[config.mk]
export PLATFORM = sky130hd
export DESIGN_NAME = imm_extend_pipe
export DESIGN_NICKNAME = d
export VERILOG_FILES = /design/src/rtl/imm_extend_pipe.sv
export SDC_FILE = /design/constraint.sdc
export NUM_CORES = 1
export LEC_CHECK = 0
export BUFFER_PORTS_ARGS = -buffer_cell sky130_fd_sc_hd__buf_2
export CORE_MARGIN = 10
export CORE_UTILIZATION = 55
export CTS_CLUSTER_DIAMETER = 50
export DETAILED_ROUTE_END_ITERATION = 8
export GPL_TIMING_DRIVEN = 0
export PLACE_DENSITY = 0.81
export SLEW_MARGIN = 20
export SYNTH_ARGS = -nofsm -noshare
export SYNTH_HDL_FRONTEND = slang
export SYNTH_SLANG_ARGS = --single-unit
[constraint.sdc]
create_clock -name clk -period 1.74 [get_ports clk]
set_input_delay 0.261 -clock clk [delete_from_list [all_inputs] [get_ports clk]]
set_output_delay 0.261 -clock clk [all_outputs]
set_load 0.01 [all_outputs]
[src/rtl/imm_extend_pipe.sv]
// Pipelined immediate generator: decodes I/S/B/U/J/Z immediates from a 32-bit
// instruction word and hands them downstream through a two-entry skid buffer
// so that In_Ready is a flop output.
module imm_extend_pipe #(
  parameter int unsigned XLEN = 32
) (
  input  logic            clk,
  input  logic            rst,
  input  logic            In_Valid,
  output logic            In_Ready,
  input  logic [31:0]     Instr,
  input  logic [2:0]      ImmSrc,
  input  logic            Flush,
  output logic            Out_Valid,
  input  logic            Out_Ready,
  output logic [XLEN-1:0] Imm_Ext,
  output logic [2:0]      Imm_Fmt,
  output logic            Illegal
);

  localparam int unsigned IW = 32;
  localparam int unsigned FW = 3;

  localparam logic [FW-1:0] FMT_I = 3'b000;
  localparam logic [FW-1:0] FMT_S = 3'b001;
  localparam logic [FW-1:0] FMT_B = 3'b010;
  localparam logic [FW-1:0] FMT_U = 3'b011;
  localparam logic [FW-1:0] FMT_J = 3'b100;
  localparam logic [FW-1:0] FMT_Z = 3'b101;

  // One buffered entry: decoded immediate plus its format tag.
  typedef struct packed {
    logic [XLEN-1:0] imm;
    logic [FW-1:0]   fmt;
    logic            ill;
  } entry_t;

  typedef enum logic [1:0] {
    S_EMPTY = 2'd0,
    S_ONE   = 2'd1,
    S_TWO   = 2'd2
  } state_t;

  state_t state_q;
  state_t state_d;

  entry_t main_q;
  entry_t skid_q;
  entry_t dec_c;

  logic [IW-1:0] imm32_c;
  logic          ill_c;
  logic          accept_c;
  logic          xfer_c;
  logic          load_main_dec_c;
  logic          load_main_skid_c;
  logic          load_skid_c;

  // The opcode field carries no immediate bits in any format.
  logic unused_opcode;
  assign unused_opcode = ^Instr[6:0];

  // Assemble the 32-bit sign-extended immediate for the selected format.
  always_comb begin
    imm32_c = '0;
    ill_c   = 1'b0;
    case (ImmSrc)
      FMT_I:   imm32_c = {{20{Instr[31]}}, Instr[31:20]};
      FMT_S:   imm32_c = {{20{Instr[31]}}, Instr[31:25], Instr[11:7]};
      FMT_B:   imm32_c = {{19{Instr[31]}}, Instr[31], Instr[7], Instr[30:25],
                          Instr[11:8], 1'b0};
      FMT_U:   imm32_c = {Instr[31:12], 12'b0};
      FMT_J:   imm32_c = {{11{Instr[31]}}, Instr[31], Instr[19:12], Instr[20],
                          Instr[30:21], 1'b0};
      FMT_Z:   imm32_c = {27'b0, Instr[19:15]};
      default: ill_c   = 1'b1;
    endcase
  end

  // Widen to XLEN; Z has bit 31 clear, so sign extension also zero-extends it.
  always_comb begin
    dec_c     = '0;
    dec_c.imm = XLEN'($signed(imm32_c));
    dec_c.fmt = ImmSrc;
    dec_c.ill = ill_c;
  end

  assign accept_c = In_Valid && In_Ready;
  assign xfer_c   = Out_Valid && Out_Ready;

  // Next-state and storage-load decisions for the skid buffer.
  always_comb begin
    state_d          = state_q;
    load_main_dec_c  = 1'b0;
    load_main_skid_c = 1'b0;
    load_skid_c      = 1'b0;
    if (Flush) begin
      state_d = S_EMPTY;
    end else begin
      case (state_q)
        S_EMPTY: begin
          if (accept_c) begin
            state_d         = S_ONE;
            load_main_dec_c = 1'b1;
          end
        end
        S_ONE: begin
          if (accept_c && xfer_c) begin
            state_d         = S_ONE;
            load_main_dec_c = 1'b1;
          end else if (accept_c) begin
            state_d     = S_TWO;
            load_skid_c = 1'b1;
          end else if (xfer_c) begin
            state_d = S_EMPTY;
          end
        end
        S_TWO: begin
          if (xfer_c) begin
            state_d          = S_ONE;
            load_main_skid_c = 1'b1;
          end
        end
        default: state_d = S_EMPTY;
      endcase
    end
  end

  // State register.
  always_ff @(posedge clk) begin
    if (rst) begin
      state_q <= S_EMPTY;
    end else begin
      state_q <= state_d;
    end
  end

  // Handshake flops; ready stays low through reset and for the full state.
  always_ff @(posedge clk) begin
    if (rst) begin
      In_Ready  <= 1'b0;
      Out_Valid <= 1'b0;
    end else begin
      In_Ready  <= (state_d != S_TWO);
      Out_Valid <= (state_d != S_EMPTY);
    end
  end

  // Main (output) register: fresh decode or promoted skid entry.
  always_ff @(posedge clk) begin
    if (rst) begin
      main_q <= '0;
    end else if (load_main_dec_c) begin
      main_q <= dec_c;
    end else if (load_main_skid_c) begin
      main_q <= skid_q;
    end
  end

  // Skid register catches the entry accepted while main is stalled.
  always_ff @(posedge clk) begin
    if (rst) begin
      skid_q <= '0;
    end else if (load_skid_c) begin
      skid_q <= dec_c;
    end
  end

  assign Imm_Ext = main_q.imm;
  assign Imm_Fmt = main_q.fmt;
  assign Illegal = main_q.ill;

endmodule

### After elaboration in Yosys (flattened, before gate mapping)

Cells that the tools add are included.

* register bits after elaboration: 76
* input port bits: 40
* word-level logic and storage cells: 46

* equality and inequality tests: 8
* multiplexer cells: 21
* reduce and logical (&&, ||, !) cells: 8

Operators with widths (count)
* case mux 32 bit (6 select lines): 1
* 2-to-1 mux 36 bit: 2
* 2-to-1 mux 2 bit: 6
* 2-to-1 mux 1 bit: 10
* == test 3 x 2 -> 1 bit (second input constant): 2
* == test 3 bit (second input constant): 2
* case mux 2 bit (3 select lines): 1
* OR reduction 6 bit: 1
* nonzero test 2 bit: 2
* == test 3 x 1 -> 1 bit (second input constant): 1
* logical AND 1 bit: 3
* logical NOT 3 bit: 1
* == test 2 x 1 -> 1 bit (second input constant): 1
* == test 2 bit (second input constant): 1
* logical NOT 2 bit: 1
* inequality test 2 bit (second input constant): 1
* case mux 1 bit (2 select lines): 1

### Depth between registers and ports, before layout

* depth in word-level cells: 7
* gate-level depth with buffers: 7
* depth with buffers taken out: 4

### Least setup slack after synthesis

Ideal clock, no wire load.

* path type: register to register
* from: register Out_Valid
* to: register main_q, in the netlist Imm_Ext[0]
* data arrival time: 1.323 ns
* required time: 1.595 ns
* slack: 0.272 ns
* stages on the path, launching flop included: 6
* path buffers: 1
* clock period less this slack: 1.468 ns
* path through: dfxtp_1 nand4b_4 or2_4 buf_4 a211oi_1 a211oi_1

* longest elaborated chain between the ends: 6

RTL lines
* start: declaration: RTL line 14 `output logic Out_Valid,`
* start signal: assignment: RTL line 145 `Out_Valid <= (state_d != S_EMPTY);`
* logical AND 1 bit *: RTL line 89 `assign xfer_c = Out_Valid && Out_Ready;`
* logical AND 1 bit: RTL line 108 `if (accept_c && xfer_c) begin`
* 2-to-1 mux 1 bit: RTL line 108
* case mux 1 bit (2 select lines): RTL line 100 `case (state_q)`
* 2-to-1 mux 1 bit: RTL line 97 `if (Flush) begin`
* 2-to-1 mux 36 bit or nonzero test 2 bit (tied branches)
* end signal: assignment: RTL line 156 `main_q <= skid_q;`
* end: declaration: RTL line 47 `entry_t main_q;`

Every way passes the cells marked *; elsewhere a longest branch is shown, timed or not.
A chain may end at the register's enable or synchronous reset.

### Worst setup path after layout

* from: register Out_Valid
* to: register main_q, in the netlist Imm_Ext[17]

Same word-level chain as after synthesis.

==> results.toml <==
[clock_network]
cts_resized = 0
postCtsHoldBufs = 0
cts_tree = "yes"
postCtsSetupBuffers = 0
clock-sinks = 76
clk_path_buf_depth = 2
clock_latency_ns = 0.35
clkTransAtPathRegs_ns = 0.08
cts_root_buffer = "clkbuf_8"
cts_max_level = 3
numCtsBuffers = 9

[grt]
antenna_found_initial = 0
grt_pass1_wl_um = 16700
grt_pass1_vias = 3271
grt_usage_pct = 20.0
grt_overflow_total = 0
grt_max_degree = 14

[routing]
drc = 0
drtPass1Iterations = 6
postRouteWirelength_um = 10500
antenna_left = 0
vias_per_cell = 6.06
routedWlPerCell_um = 19.0
via_count = 3338
drt-initial-drc-count = 288

[setup_path]
cp.required_ns = 1.98
worst-endpoint-arrival_ns = 1.87
worst_setup_path_end_kind = "flip-flop"
crit_fanout = 10
regToRegSetupSlack_ns = 0.10
worst_setup_path_start_kind = "flip-flop"
critical_path_class = "reg2reg"

[floorplan]
ios = 78
fp-row-count = 29
core_sq_um = 6490
die_h_um = 102
dieArea_sq_um = 10500
die_w_um = 102
start_util_pct = 57.6

[cells_and_area]
multi_input_area_sq_um = 1930
stdcell_count = 551
layout_common_cells = "nand2_1, dfxtp_1, buf_2"
diodes = 0
final_common_cell = "nand2_1"
layout.nets = 509
drive_gt1_share_pct = 35.7
fill_cells = 541
area_delta_synth_final_pct = 17.7
regArea_sq_um = 1520

[timing]
post-route-period-util_pct = 94.0
skew_ns = 0.00804
setup_viol = 0
relSlewSlack_pct = 50.1
report.final.slew_viol_count = 0
period_needed_ns = 1.64
hold_viol_final = 0
setup_slack_ns = 0.105
tightest_slew_ns = 0.749
max_freq_mhz = 611
timing.hold.ws_ns = 0.189
setup_tns_ns = 0
rsz0062_at_grt = "no"

[synth]
ys_seq_area_share_pct = 40.7
async_flop_share_pct = 0
synth_edf_count = 0
synthCells = 389
ys.flop_type = "dfxtp_1"
synth_area_sq_um = 3740
ys_types = 56
ys_warn_count = 0
ys_ff_latch = 76
synth_fp_nets = 429
avgSynthCellArea_sq_um = 9.62

[pwr]
vdd_ir_drop_max_mv = 0.660
power_density_nw_per_um2 = 848
p_leak_nw = 1.68

[placed_design]
place_ws_ns = 0.0150
portBuffers = 69
gp_routability_congestion = 0.875
hpwl_um = 7650
dp_cells = 535

[hold_path]
hold_class = "in2reg"

[outcome]
outcome = "complete, no violations"

[run]
drv_cap = 0
-- layout make-up --
| type | instances | area share (%) |
|---|---|---|
| Buffer | 33 | 6.34 |
| Timing Repair Buffer | 69 | 7.85 |
| Clock inverter | 6 | 2.02 |
| Tap cell | 77 | 2.19 |
| Sequential cell | 76 | 34.6 |
| Multi-Input combinational cell | 278 | 43.9 |
| Inverter | 2 | 0.171 |
| Clock buffer | 10 | 2.90 |
-- power breakdown --
part	total (mW)	switching [mW]	internal (mW)
sequential	1.81	0.0284	1.79
clock	1.48	0.673	0.808
combinational	0.440	0.265	0.174
-- registers in the layout (all words and copies together), names as in the netlist --
signal,count
skid_q,36
Imm_Ext,32
Imm_Fmt,3
state_q,2
Illegal,1
In_Ready,1
Out_Valid,1
-- logic make-up (layout without fill, tap and decap cells) --
logic type                 after synthesis  count (layout)  synth area share, %
AOI/OAI and AO/OA                      116             116                 28.8
xor gates and xnor gates                 1               1                0.234
adders and majority gates                1               1                0.301
buffers and inverters                   35             120                 7.66
DFF                                     76              76                 40.7
muxes                                    3               3                0.803
and+or+nand+nor                        157             157                 21.5
-- per-layer routing --
metal | wire, um | GRT usage, % | up-vias
met5 | 0 | 0 | -
met4 | 104 | 4.66 | 0
met3 | 853 | 4.99 | 16
met2 | 5060 | 32.5 | 144
met1 | 4430 | 25.9 | 1606
li1 | - | - | 1572
-- cell usage after synthesis, types with 2 or more instances --
cell      number  area, sq um
nand2_1       76          285
and3b_1        4         35.0
a21oi_4        2         32.5
mux2i_1        3         30.0
buf_2          3         15.0
a221oi_1       7         61.3
nor2_1        42          158
nor3b_1        4         30.0
a21oi_1       30          150
nand3_1        3         15.0
buf_4          6         45.0
nor3_2         2         20.0
a311oi_1      10         87.6
clkbuf_8       3         41.3
a32oi_1        2         17.5
nor3_1         5         25.0
a311oi_2      12          180
clkbuf_1       7         26.3
a22oi_1        7         52.6
inv_1          2         7.51
dfxtp_1       76         1520
a211oi_2      21          263
a221o_1        6         60.1
a211oi_1       7         52.6
buf_6         13          146
and2_1         6         37.5
-- per-stage QoR --
step	power (mW)	utilization, %	instance area (sq um)
floorplan	2.12	-	3740
global placement	2.28	64.4	4180
detailed placement	2.29	64.4	4180
CTS	3.74	67.7	4400
global route	3.86	67.8	4400
finish	3.73	67.8	4400
-- worst paths after layout --
check,startpoint,endpoint,cells past startpoint
setup / recovery,Out_Valid,Imm_Ext[17],6
hold / removal,Instr[14],skid_q[18],3
setup reg to reg,Out_Valid,Imm_Ext[17],6
hold reg to reg,Imm_Ext[11],Imm_Ext[11],2
-- critical path: stages (launching register included) --
cell and delay (ns):
dfxtp_1 0.47, nand4b_4 0.20, nor2_4 0.15, buf_6 0.16, buf_6 0.15, nand2_1 0.06, a311oi_1 0.33
Note: power is estimated with default switching activity, not from simulation.
